<file path="src/rtl/exec_sequencer_pkg.sv">
// Shared definitions for the execution sequencer: FSM states, opcodes, defaults.
package exec_sequencer_pkg;

   typedef enum logic [2:0] {
      IDLE   = 3'd0,
      FETCH  = 3'd1,
      EXEC   = 3'd2,
      MEM    = 3'd3,
      COMMIT = 3'd4,
      HALT   = 3'd5
   } state_t;

   localparam logic [5:0]  OP_RTYPE = 6'h00;
   localparam logic [5:0]  OP_BEQ   = 6'h04;
   localparam logic [5:0]  OP_BNE   = 6'h05;
   localparam logic [5:0]  OP_LW    = 6'h23;
   localparam logic [5:0]  OP_SW    = 6'h2B;

   localparam logic [31:0] HALT_WORD_DEFAULT = 32'hFFFF_FFFF;
   localparam logic [31:0] RESET_PC_DEFAULT  = 32'h0000_0000;

   // Loads and stores are the only instructions that visit the data memory.
   function automatic logic is_mem_op(input logic [5:0] op);
      return (op == OP_LW) || (op == OP_SW);
   endfunction

endpackage

</file>
<file path="src/rtl/exec_sequencer_pc_next_calc.sv">
// Combinational next-pc: sequential pc+4, or pc+4+offset for a taken beq/bne.
module pc_next_calc
   import exec_sequencer_pkg::*;
(
   input  logic [31:0] i_pc,
   input  logic [31:0] i_instr,
   input  logic        i_zero,
   output logic [31:0] o_next_pc
);

   logic [5:0]         w_opcode;
   logic               w_taken;
   logic signed [31:0] w_offset;
   logic [31:0]        w_seq_pc;
   logic               w_unused;

   assign w_opcode  = i_instr[31:26];
   // Word offset: sign-extended immediate scaled by 4.
   assign w_offset  = {{14{i_instr[15]}}, i_instr[15:0], 2'b00};
   assign w_taken   = ((w_opcode == OP_BEQ) &&  i_zero) ||
                      ((w_opcode == OP_BNE) && !i_zero);
   // Addition wraps modulo 2^32 by construction.
   assign w_seq_pc  = i_pc + 32'd4;
   assign o_next_pc = w_taken ? (w_seq_pc + $unsigned(w_offset)) : w_seq_pc;

   // Register-field bits play no part in control flow.
   assign w_unused  = ^i_instr[25:16];

endmodule

</file>
<file path="src/rtl/exec_sequencer.sv">
// Multi-cycle instruction sequencer: fetch, decode/execute, optional memory
// access, then a single-cycle commit pulse to the external datapath.
module exec_sequencer
   import exec_sequencer_pkg::*;
#(
   parameter logic [31:0] RESET_PC  = RESET_PC_DEFAULT,
   parameter logic [31:0] HALT_WORD = HALT_WORD_DEFAULT
) (
   input  logic        clock,
   input  logic        reset,
   input  logic        run,
   output logic        imem_req,
   output logic [31:0] imem_addr,
   input  logic        imem_ack,
   input  logic [31:0] imem_rdata,
   output logic        dmem_req,
   output logic        dmem_we,
   output logic [31:0] dmem_addr,
   output logic [31:0] dmem_wdata,
   input  logic        dmem_ack,
   input  logic [31:0] dmem_rdata,
   output logic [31:0] alu_instr,
   output logic [31:0] alu_read_data,
   input  logic [31:0] alu_result,
   input  logic [31:0] alu_store_data,
   input  logic        alu_zero,
   output logic        alu_step,
   output logic [31:0] pc,
   output logic        busy,
   output logic        halted,
   output logic [31:0] instr_count
);

   state_t      r_state, w_state_nxt;
   logic [31:0] r_pc, r_instr_count, r_alu_instr, r_alu_read_data;
   logic [31:0] r_dmem_addr, r_dmem_wdata;
   logic        r_dmem_we;
   logic        w_imem_req, w_dmem_req, w_alu_step, w_busy, w_halted;
   logic [5:0]  w_opcode;
   logic        w_is_halt_word;
   logic [31:0] w_pc_next;

   assign w_opcode       = r_alu_instr[31:26];
   assign w_is_halt_word = (imem_rdata == HALT_WORD);

   // alu_zero only matters while committing, since pc is only written then.
   pc_next_calc u_pc_next (
      .i_pc      (r_pc),
      .i_instr   (r_alu_instr),
      .i_zero    (alu_zero),
      .o_next_pc (w_pc_next)
   );

   // State register
   always_ff @(posedge clock) begin
      if (reset) r_state <= IDLE;
      else       r_state <= w_state_nxt;
   end

   // Next-state decode and state-derived outputs; acks only count while the
   // matching request is raised, which is implied by the state they are used in.
   always_comb begin
      w_state_nxt = r_state;
      w_imem_req  = 1'b0;
      w_dmem_req  = 1'b0;
      w_alu_step  = 1'b0;
      w_busy      = 1'b0;
      w_halted    = 1'b0;
      case (r_state)
         IDLE: begin
            if (run) w_state_nxt = FETCH;
         end
         FETCH: begin
            w_imem_req = 1'b1;
            w_busy     = 1'b1;
            if (imem_ack) w_state_nxt = w_is_halt_word ? HALT : EXEC;
         end
         EXEC: begin
            w_busy      = 1'b1;
            w_state_nxt = is_mem_op(w_opcode) ? MEM : COMMIT;
         end
         MEM: begin
            w_dmem_req = 1'b1;
            w_busy     = 1'b1;
            if (dmem_ack) w_state_nxt = COMMIT;
         end
         COMMIT: begin
            w_alu_step  = 1'b1;
            w_busy      = 1'b1;
            w_state_nxt = FETCH;
         end
         HALT: begin
            w_halted = 1'b1;
         end
         default: w_state_nxt = IDLE;
      endcase
   end

   // Architectural registers: latched instruction, memory operands, pc, count
   always_ff @(posedge clock) begin
      if (reset) begin
         r_pc            <= RESET_PC;
         r_instr_count   <= 32'd0;
         r_alu_instr     <= 32'd0;
         r_alu_read_data <= 32'd0;
         r_dmem_addr     <= 32'd0;
         r_dmem_wdata    <= 32'd0;
         r_dmem_we       <= 1'b0;
      end else begin
         case (r_state)
            FETCH: begin
               if (imem_ack && !w_is_halt_word) r_alu_instr <= imem_rdata;
            end
            EXEC: begin
               if (is_mem_op(w_opcode)) begin
                  r_dmem_addr  <= alu_result;
                  r_dmem_wdata <= alu_store_data;
                  r_dmem_we    <= (w_opcode == OP_SW);
               end
            end
            MEM: begin
               if (dmem_ack && (w_opcode == OP_LW)) r_alu_read_data <= dmem_rdata;
            end
            COMMIT: begin
               r_pc <= w_pc_next;
               if (r_instr_count != 32'hFFFF_FFFF) r_instr_count <= r_instr_count + 32'd1;
            end
            default: ;
         endcase
      end
   end

   assign imem_req      = w_imem_req;
   assign imem_addr     = r_pc;
   assign dmem_req      = w_dmem_req;
   assign dmem_we       = r_dmem_we;
   assign dmem_addr     = r_dmem_addr;
   assign dmem_wdata    = r_dmem_wdata;
   assign alu_instr     = r_alu_instr;
   assign alu_read_data = r_alu_read_data;
   assign alu_step      = w_alu_step;
   assign pc            = r_pc;
   assign busy          = w_busy;
   assign halted        = w_halted;
   assign instr_count   = r_instr_count;

endmodule
</file>
<file path="config.mk">
export PLATFORM = sky130hd
export DESIGN_NAME = exec_sequencer
export DESIGN_NICKNAME = d
export VERILOG_FILES = /design/src/rtl/exec_sequencer_pkg.sv /design/src/rtl/exec_sequencer_pc_next_calc.sv /design/src/rtl/exec_sequencer.sv
export SDC_FILE = /design/constraint.sdc
export NUM_CORES = 1
export LEC_CHECK = 0
export ABC_AREA = 1
export CORE_MARGIN = 2
export CORE_UTILIZATION = 35
export CTS_BUF_LIST = sky130_fd_sc_hd__clkbuf_4 sky130_fd_sc_hd__clkbuf_8 sky130_fd_sc_hd__clkbuf_16
export DETAILED_ROUTE_END_ITERATION = 10
export GPL_TIMING_DRIVEN = 0
export PLACE_DENSITY = 0.61
export SETUP_SLACK_MARGIN = 0.2
export SLEW_MARGIN = 20
export SYNTH_ARGS = -nofsm -noshare
export SYNTH_HDL_FRONTEND = slang
export SYNTH_SLANG_ARGS = --single-unit
export TNS_END_PERCENT = 1
</file>
<file path="constraint.sdc">
create_clock -name clock -period 3.3 [get_ports clock]
set_input_delay 0.33 -clock clock [delete_from_list [all_inputs] [get_ports clock]]
set_output_delay 0.33 -clock clock [all_outputs]
set_load 0.05 [all_outputs]
</file>
==> flow_summary_export.csv <==
group,metric,value,unit
critical_path,timing.critical_path.fanout_max,10,
grt,global_route.overflow_total,0,
timing,final_max_slew_viol_count,0,
critical_path,critical_path_start_type,"register",
critical_path,setup.worst_path.end_class,"primary output",
timing,worst-slew-pin-transition,0.989,ns
clock_tree,tritoncts_clock_tree,"done",
hold_path,hold_startpoint,"alu_instr[21]$_SDFFE_PP0P_",
yosys,synth_async_sr_flop_share,0,%
yosys,ys_seq_area_share,34.1,%
critical_path,r2r-start,"imem_addr[2]$_SDFFE_PP0P_",
detailed_routing,drt_first_iter_violations,780,
detailed_routing,via_count,12904,
clock_tree,clk_pin_slew,0.07,ns
placed_design,buffer_ports.inserted,359,
grt,antenna_found_initial,1,
hold_path,worstHoldEndpoint,"alu_instr[21]$_SDFFE_PP0P_",
critical_path,timing.critical_path.required,2.97,ns
detailed_routing,detailed_route_drc_error_count,0,
timing,finalSetupTns,0,ns
yosys,ys.flop_type,"dfxtp_1",
critical_path,worst_r2r_endpoint,"imem_addr[27]$_SDFFE_PP0P_",
timing,fmax,0.314,GHz
detailed_routing,route.antenna.remaining_nets,0,
floorplan,initial_utilization,35.3,%
outcome,outcome,"finished clean",
grt,gr-usage-all-layers,27.3,%
timing,slew_headroom,34.0,%
layout,diodes,0,
layout,final_nets,2314,
floorplan,die_y,184,um
clock_tree,clock_path_buffers,2,
yosys,avg_inst_size_synth,6.47,um2
detailed_routing,drt-total-wl,46400,um
clock_tree,clock_sink_count,194,
floorplan,placeableCoreArea,0.0323,mm2
detailed_routing,detailedRoute.firstPassIterationCount,5,
layout,drive_above_1_share,8.50,%
grt,grt_pass1_wl,70600,um
clock_tree,postCtsSetupRepairBufs,0,
floorplan,top_level_ports,364,
hold_path,hold-path-cell-count,2,
yosys,mappedNetlistArea,0.0114,mm2
hold_path,hold_class,"reg -> reg",
timing,layout_worst_path_cycle_share,96.4,%
layout,areaGrowthSynthToFinish,44.1,%
yosys,ys.warnings.count,0,
flow_run,max-cap-violations,0,
clock_tree,clk_latency,0.44,ns
floorplan,design.die.area,0.0340,mm2
power_and_ir_drop,p_leak,6.71,nW
detailed_routing,wire_per_inst,17.9,um
yosys,count_of_flip_flops_with_a_built_in_enable_after_synthesis,0,
layout,layout.cells.most_common,"nand2_1",
power_and_ir_drop,power_dens_cells,389,mW/mm2
yosys,netlist_instances,1760,
grt,first_global_vias,12487,
critical_path,critPathKind,"reg -> out",
placed_design,placement.cell_area,0.0155,mm2
critical_path,worst-r2r-cell-count,15,
critical_path,setup.worst_path.start,"r_state[0]$_SDFFE_PP0P_",
layout,layout.cells.most_common_list,"nand2_1 (381), clkdlybuf4s50_1 (358), nor2_1 (273)",
layout,finalInstanceArea,0.0164,mm2
timing,setup_repair_after_global_routing_missed_its_margin,"yes",
detailed_routing,vias_per_cell,4.97,
timing,report.final.hold_viol_count,0,
yosys,synth_cell_type_count,42,
grt,grt_max_degree,23,
timing,setup_viol_count_final,0,
critical_path,cp_data_arrival_time,2.85,ns
power_and_ir_drop,irDropWorstVdd,0.281,mV
timing,finClkSkew,0.0150,ns
timing,final.min_clock_period,3.18,ns
clock_tree,cts_root_buf,"clkbuf_16",
floorplan,rows,66,
placed_design,hpwl,37200,um
clock_tree,cts_htree_levels,4,
critical_path,worst-r2r-setup-slack,0.20,ns
yosys,synth.ff_latch_count,194,
floorplan,die_width,184,um
placed_design,finalWeightedCongestion,0.943,
clock_tree,total_cts_buffers,17,
-- area by class of cell --
class | count | area [um2]
Clock inverter | 13 | 170
Sequential cell | 194 | 3930
Buffer | 104 | 584
Clock buffer | 19 | 447
Tap cell | 442 | 553
Multi-Input combinational cell | 1273 | 6410
Fill cell | 3210 | 15900
Inverter | 192 | 721
Timing Repair Buffer | 359 | 3600
-- critical path, stage by stage (launching register included) --
cell,delay [ns]
dfxtp_1,0.35
nor2_1,0.15
inv_1,0.10
nor2_4,0.31
clkbuf_1,0.57
clkdlybuf4s50_1,0.93
-- power breakdown --
| part | internal [mW] | switching, mW |
|---|---|---|
| registers | 2.42 | 0.122 |
| clock network | 1.24 | 1.02 |
| logic | 0.559 | 1.03 |
| total | 4.22 | 2.17 |
-- stage by stage --
step                cells  worst slack [ns]  utilization (%)  power, mW  hold WS, ns
finish               2596             0.120             50.8       6.38        0.467
global route         2596            0.0303             50.8       6.63        0.466
CTS                  2596             0.130             50.2       6.39        0.457
detailed placement   2564            -0.190             48.1       4.16        0.456
global placement     2564            -0.110             48.1       4.15        0.454
floorplan            1763             0.376                -       3.52        0.465
-- worst max path at each step --
stage / cells past startpoint / to / slack [ns]
floorplan: 17 / imem_addr[27]$_SDFFE_PP0P_ / 0.38
global placement: 16 / imem_addr[27]$_SDFFE_PP0P_ / -0.11
detailed placement: 16 / imem_addr[27]$_SDFFE_PP0P_ / -0.19
CTS: 18 / imem_addr[27]$_SDFFE_PP0P_ / 0.13
global route: 18 / imem_addr[27]$_SDFFE_PP0P_ / 0.03
finish: 5 / alu_step / 0.12
-- metal layers --
layer	wire [um]	global-route usage (%)	share of wire [%]	vias up
met5	16	0	0.034	-
met4	1630	10.1	3.5	2
met3	4120	8.00	8.9	67
met2	22300	47.2	48	483
met1	18400	31.8	40	5922
li1	-	-	-	6430
-- what timing repair did --
action,CTS,global route
pin swaps,1,3
hold buffers,0,0
gates cloned,0,0
resized for setup,21,51
setup endpoints to repair,19,21
endpoints found under the hold margin,0,0
-- synth_stat cells (2+ instances only) --
library cell,instances,share of area (%)
a21o_1,2,0.13
o211ai_1,2,0.13
o21bai_1,5,0.33
nor3_1,57,2.5
dfxtp_1,194,34
nand3_2,3,0.26
nor2_4,3,0.30
buf_6,4,0.40
a21oi_1,124,5.5
nand2_1,384,13
inv_2,10,0.33
xnor2_1,8,0.62
nand2_2,2,0.11
or2_2,8,0.44
buf_4,39,2.6
o21ai_1,16,0.70
xor2_1,23,1.8
and2_1,4,0.22
inv_1,182,6.0
nor2_1,284,9.4
clkbuf_1,46,1.5
buf_2,14,0.62
nand3_1,96,4.2
nand3b_1,5,0.33
nor3_2,7,0.62
nor2_2,6,0.33
ha_1,38,4.2
nand4_1,24,1.3
o21ai_0,117,5.1
nor4_1,34,1.9
a31oi_1,8,0.44
-- state kept, by name (all words and copies together), names as in the netlist --
register and cells:
dmem_addr 32, alu_read_data 32, alu_instr 32, dmem_wdata 32
dmem_we 1, instr_count 32, imem_addr 30, r_state 3
-- cell families (layout without fill, tap and decap cells) --
| kind of cell | after synthesis | after routing | synth area share, % |
|---|---|---|---|
| buffers and inverters | 296 | 687 | 11.5 |
| AND/OR/NAND/NOR | 922 | 922 | 35.1 |
| flip-flops | 194 | 194 | 34.1 |
| XOR/XNOR | 31 | 31 | 2.39 |
| AO/OA/AOI/OAI | 277 | 277 | 12.6 |
| adder cells (fa/ha/maj) | 39 | 39 | 4.35 |
| other | 1 | 4 | 0.0329 |
Note: power is estimated with default switching activity, not from simulation.
==> patch 1: new RTL, same settings <==
Re-encode `state_t` (6 states) as one-hot, 6 bits wide.
--- a/src/rtl/exec_sequencer_pkg.sv
+++ b/src/rtl/exec_sequencer_pkg.sv
@@ -1,13 +1,13 @@
 // Shared definitions for the execution sequencer: FSM states, opcodes, defaults.
 package exec_sequencer_pkg;
 
-   typedef enum logic [2:0] {
-      IDLE   = 3'd0,
-      FETCH  = 3'd1,
-      EXEC   = 3'd2,
-      MEM    = 3'd3,
-      COMMIT = 3'd4,
-      HALT   = 3'd5
+   typedef enum logic [5:0] {
+      IDLE   = 6'b000001,
+      FETCH  = 6'b000010,
+      EXEC   = 6'b000100,
+      MEM    = 6'b001000,
+      COMMIT = 6'b010000,
+      HALT   = 6'b100000
    } state_t;
 
    localparam logic [5:0]  OP_RTYPE = 6'h00;
Check against the original RTL: same outputs for any inputs over 4 cycles, from zero or initial values and one cycle with reset high; so few cycles prove little.
==> patch 1 against the unedited design <==
Wire length is 3.7% lower. Setup slack better by 92 ps. Sequential cell count grew 3. Final area shrank 1.3%. Critical path type is now flip-flop to flip-flop. Sequential share of layout area rose by 0.57 points. Critical endpoint is now imem_addr[28]$_SDFFE_PP0P_. Synthesized area down 0.60%. Count of clock-buffer cells in the layout unchanged. Cell count shrank 0.96%. Largest cell class unchanged.
Power is not compared: it rests on default switching activity, and its combinational part moved more than twofold at a synthesized area within 25%.
==> patch 1: results (changes against the unedited design) <==
sta:
  hold_ws_ps: 339  # was 467 ps
  fmax_ghz: 0.324  # was 0.314 GHz
  relSlewSlack: 0.243  # was 0.340
  finalClockSkew_ps: 10.9  # was 15.0 ps
placed_design:
  gp_congestion: 0.961  # was 0.943
  dpl_cell_area_mm2: 0.0154  # was 0.0155 mm²
  dp_hpwl_um: 36100  # was 37200 µm
  preCtsSetupSlack_ps: -582  # was -190 ps
  dp_cells: 2533  # was 2564
  portBuffers: 358  # was 359
pwr:
  p_total_mw: 5.12
layout:
  fin_cells: 2571  # was 2596
  nNetsFinal: 2327  # was 2314
synthesis:
  yosysUniqueCellTypes: 37  # was 42
  ys_top_cells_by_count: "nand2_1 (421), nor2_1 (326), dfxtp_1 (197)"  # was nand2_1 (384), nor2_1 (284), dfxtp_1 (194)
  ys_seq_area_frac: 0.349  # was 0.341
  synth_edf_count: 0  # unchanged
  synthTopCellsByArea: "dfxtp_1 (35%), nand2_1 (14%), nor2_1 (11%)"  # was dfxtp_1 (34%), nand2_1 (13%), nor2_1 (9.4%)
  syn_inst: 1770  # was 1760
global_route:
  use_met3: 0.0685  # was 0.0800
  grtUsageMet1: 0.325  # was 0.318
  grt_pass1_wl_um: 68400  # was 70600 µm
  grt_antenna_before_repair: 3  # was 1
  globalRouteTotalUtil: 0.263  # was 0.273
  grt_max_degree: 23  # unchanged
detailed_routing:
  wl_met1_um: 18700  # was 18400 µm
  dr.first_iter.drc_count: 912  # was 780
  dr_total_vias: 12800  # was 12900
  wl_per_cell_um: 17.4  # was 17.9 µm
  dr_wl_met3_um: 3740  # was 4120 µm
  routed.top_layer: "met4"  # was met5
  wl_met2_um: 21300  # was 22300 µm
clock_tree:
  insertion_delay_ps: 460  # was 440 ps
  postCtsSetupRepairBufs: 1  # was 0
worst_hold_path:
  holdPathStages: 4  # was 2
  worst_hold_path_type: "input pin to flip-flop"  # was flip-flop to flip-flop
  hp-start: "reset"  # was alu_instr[21]$_SDFFE_PP0P_
status:
  run_status: "complete, no violations"  # unchanged
critical_path:
  crit_start: "imem_addr[3]$_SDFFE_PP0P_"  # was r_state[0]$_SDFFE_PP0P_
  path_max_fanout: 7  # was 10
  cp_top_family: "simple AND/OR/NAND/NOR gates"  # was buffers and inverters
  crit_arrival_ps: 3400  # was 2850 ps
  max_stage_delay_ps: 430  # was 930 ps
  path_class: "flip-flop to flip-flop"  # was flip-flop to output port
  rr_worst_depth: 16  # was 15
## patch 1: changes by cell type after synthesis, moves of 29 or more
cell     before  now
o21ai_0     117  151
nor2_1      284  326
nand4_1      24   59
nand2_1     384  421
nor3_1       57   28
nor4_1       34    4
## patch 1: layout make-up
| type | count | area [µm²] |
|---|---|---|
| Sequential cell | 197 | 3970 |
| Buffer | 103 | 539 |
| Fill cell | 3229 | 15500 |
| Multi-Input combinational cell | 1298 | 6320 |
| Clock buffer | 19 | 447 |
| Tap cell | 402 | 503 |
| Antenna cell | 2 | 5.00 |
| Timing Repair Buffer | 363 | 3620 |
| Inverter | 174 | 653 |
| Clock inverter | 13 | 143 |
## patch 1: cells by family (layout without fill, tap and decap cells)
group           after synthesis  after routing  share of synthesized area
compound gates              283            283                      0.129
other cells                   1              6                   0.000331
xor+xnor                     33             33                     0.0255
simple gates                939            939                      0.347
buf+inv                     278            672                      0.106
fa+ha+maj                    39             39                     0.0438
flops                       197            197                      0.349
==> patch 2: new RTL, config.mk and constraints unchanged <==
Without the edit above. Register the output `instr_count` once more, with the module's reset; this adds one clock of latency there. The other outputs are not delayed to match.
--- a/src/rtl/exec_sequencer.sv
+++ b/src/rtl/exec_sequencer.sv
@@ -142,6 +142,12 @@
    assign pc            = r_pc;
    assign busy          = w_busy;
    assign halted        = w_halted;
-   assign instr_count   = r_instr_count;
+   always_ff @(posedge clock) begin
+      if (reset) begin
+         instr_count <= '0;
+      end else begin
+         instr_count <= r_instr_count;
+      end
+   end
 
 endmodule
Function: changed (a bounded check fails within 10 cycles, from zero or initial values and one cycle with reset high).
==> patch 2 against the unedited design <==
Synthesized area rose by 7.9%. Worst hold slack got worse by 110 ps. Power grew 28%. Final area is 8.1% higher. Wire length grew 4.0%. Sequential cell count rose by 32. Synthesized cell count is 4.9% higher. Setup slack better by 70 ps. Highest routed layer is now met4.
==> patch 2: results (changes against the unedited design) <==
placed_design:
  gp_congestion: 0.924  # was 0.943
  dpl_cell_area_mm2: 0.0165  # was 0.0155 mm²
  dp_hpwl_um: 38700  # was 37200 µm
  preCtsSetupSlack_ps: -344  # was -190 ps
global_route:
  grt_max_degree: 24  # was 23
  grt_pass1_vias: 12800  # was 12500
  grt_pass1_wl_um: 72400  # was 70600 µm
  globalRouteTotalUtil: 0.256  # was 0.273
critical_path:
  max_stage_delay_ps: 430  # was 930 ps
  cpMaxStageDelayCell: "dfxtp_4"  # was clkdlybuf4s50_1
  cp_top_family: "simple AND/OR/NAND/NOR gates"  # was buffers and inverters
  rr_startpoint: "imem_addr[2]$_SDFFE_PP0P_"  # unchanged
  path_class: "flip-flop to flip-flop"  # was flip-flop to output port
  cp-endpoint: "imem_addr[24]$_SDFFE_PP0P_"  # was alu_step
  path_max_fanout: 8  # was 10
pwr:
  pg_seq_mw: 3.01  # was 2.54 mW
  switchingPower_mw: 2.70  # was 2.17 mW
  pwr_density_cell_mw_per_mm2: 462  # was 389 mW/mm²
  vdd_drop_max_mv: 0.421  # was 0.281 mV
  switching_share: 0.329  # was 0.339
  comb_power_share: 0.239  # was 0.248
  power.leakage_nw: 7.32  # was 6.71 nW
clock_tree:
  ctsLongestPathBuffers: 3  # was 2
  cts_root_buf: "clkbuf_16"  # unchanged
  insertion_delay_ps: 560  # was 440 ps
  cts_buffers: 27  # was 17
  htree_levels: 1  # was 4
worst_hold_path:
  hp-start: "alu_store_data[22]"  # was alu_instr[21]$_SDFFE_PP0P_
  whs_endpoint: "dmem_wdata[22]$_SDFFE_PP0P_"  # was alu_instr[21]$_SDFFE_PP0P_
  holdPathStages: 3  # was 2
  worst_hold_path_type: "input pin to flip-flop"  # was flip-flop to flip-flop
layout:
  fin_cells: 2717  # was 2596
  fill_cells: 3517  # was 3210
  nNetsFinal: 2414  # was 2314
  final_layout_size_suffix_gt1_frac: 0.100  # was 0.0850
synthesis:
  ys_top_cells_by_count: "nand2_1 (374), nor2_1 (295), dfxtp_1 (226)"  # was nand2_1 (384), nor2_1 (284), dfxtp_1 (194)
  async_flop_share: 0  # unchanged
  synthAdderAreaFrac: 0.0404  # was 0.0435
  yosysUniqueCellTypes: 44  # was 42
  ys_seq_area_frac: 0.368  # was 0.341
  synth_compound_area_frac: 0.120  # was 0.126
  synth_area_per_cell_um2: 6.65  # was 6.47 µm²
  ys.flop_type: "dfxtp_1"  # unchanged
  synthTopCellsByArea: "dfxtp_1 (37%), nand2_1 (11%), nor2_1 (9.0%)"  # was dfxtp_1 (34%), nand2_1 (13%), nor2_1 (9.4%)
  yosysWarnings: 0  # unchanged
  synth-xor-area-share: 0.0257  # was 0.0239
sta:
  finalClockSkew_ps: 11.7  # was 15.0 ps
  tightestPinTransition_ps: 1050  # was 989 ps
  fmax_ghz: 0.322  # was 0.314 GHz
  hold_ws_ps: 355  # was 467 ps
detailed_routing:
  via_per_inst: 4.88  # was 4.97
  dr.first_iter.drc_count: 930  # was 780
  wl_per_cell_um: 17.8  # was 17.9 µm
status:
  run_status: "complete, no violations"  # unchanged
patch 2: cell count changes in the layout (fill, tap and decap cells not counted), moves of 5 or more:
cell,delta
clkbuf_16,+10
or2_2,+5
dfxtp_1,+31
nand3_1,-21
nor2_2,+7
nor2_1,+10
nor3_1,+5
xor2_1,+10
nand2_1,-10
clkbuf_8,+8
inv_1,+43
o21ai_0,+7
patch 2: timing repair:
| item | in CTS | in global routing |
|---|---|---|
| endpoints found under the setup margin | 23 | 22 |
| pin swaps | 0 | 5 |
| gates resized for setup | 34 | 50 |
| endpoints found under the hold margin | 0 | 0 |
| buffers inserted | 0 | 4 |
patch 2: cell families (layout without fill, tap and decap cells):
kind of cell,Yosys count,after routing
compound gates,287,287
xor+xnor,36,36
fa+ha+maj,39,39
buf+inv,339,751
flops,226,226
other cells,1,5
simple gates,918,918
patch 2: cell type report:
| type | instances | share of cell area |
|---|---|---|
| Multi-Input combinational cell | 1284 | 0.369 |
| Sequential cell | 226 | 0.258 |
| Timing Repair Buffer | 363 | 0.204 |
| Inverter | 234 | 0.0497 |
| Clock buffer | 39 | 0.0464 |
| Buffer | 105 | 0.0323 |
| Tap cell | 455 | 0.0321 |
| Clock inverter | 10 | 0.00847 |
| Antenna cell | 1 | 0.000141 |
patch 2: tightest hold or removal path, cell delays in order:
cell,delay [ps]
clkdlybuf4s50_1,400
nor2_1,100
nor2_1,50
patch 2: layer usage:
| metal | vias up | GRT usage | share of wire | wire [µm] |
|---|---|---|---|---|
| li1 | 6683 | - | - | - |
| met1 | 6038 | 0.306 | 0.41 | 19600 |
| met2 | 463 | 0.455 | 0.49 | 23800 |
| met3 | 68 | 0.0597 | 0.076 | 3650 |
| met4 | 0 | 0.0743 | 0.025 | 1220 |
| met5 | - | 0 | 0 | 0 |
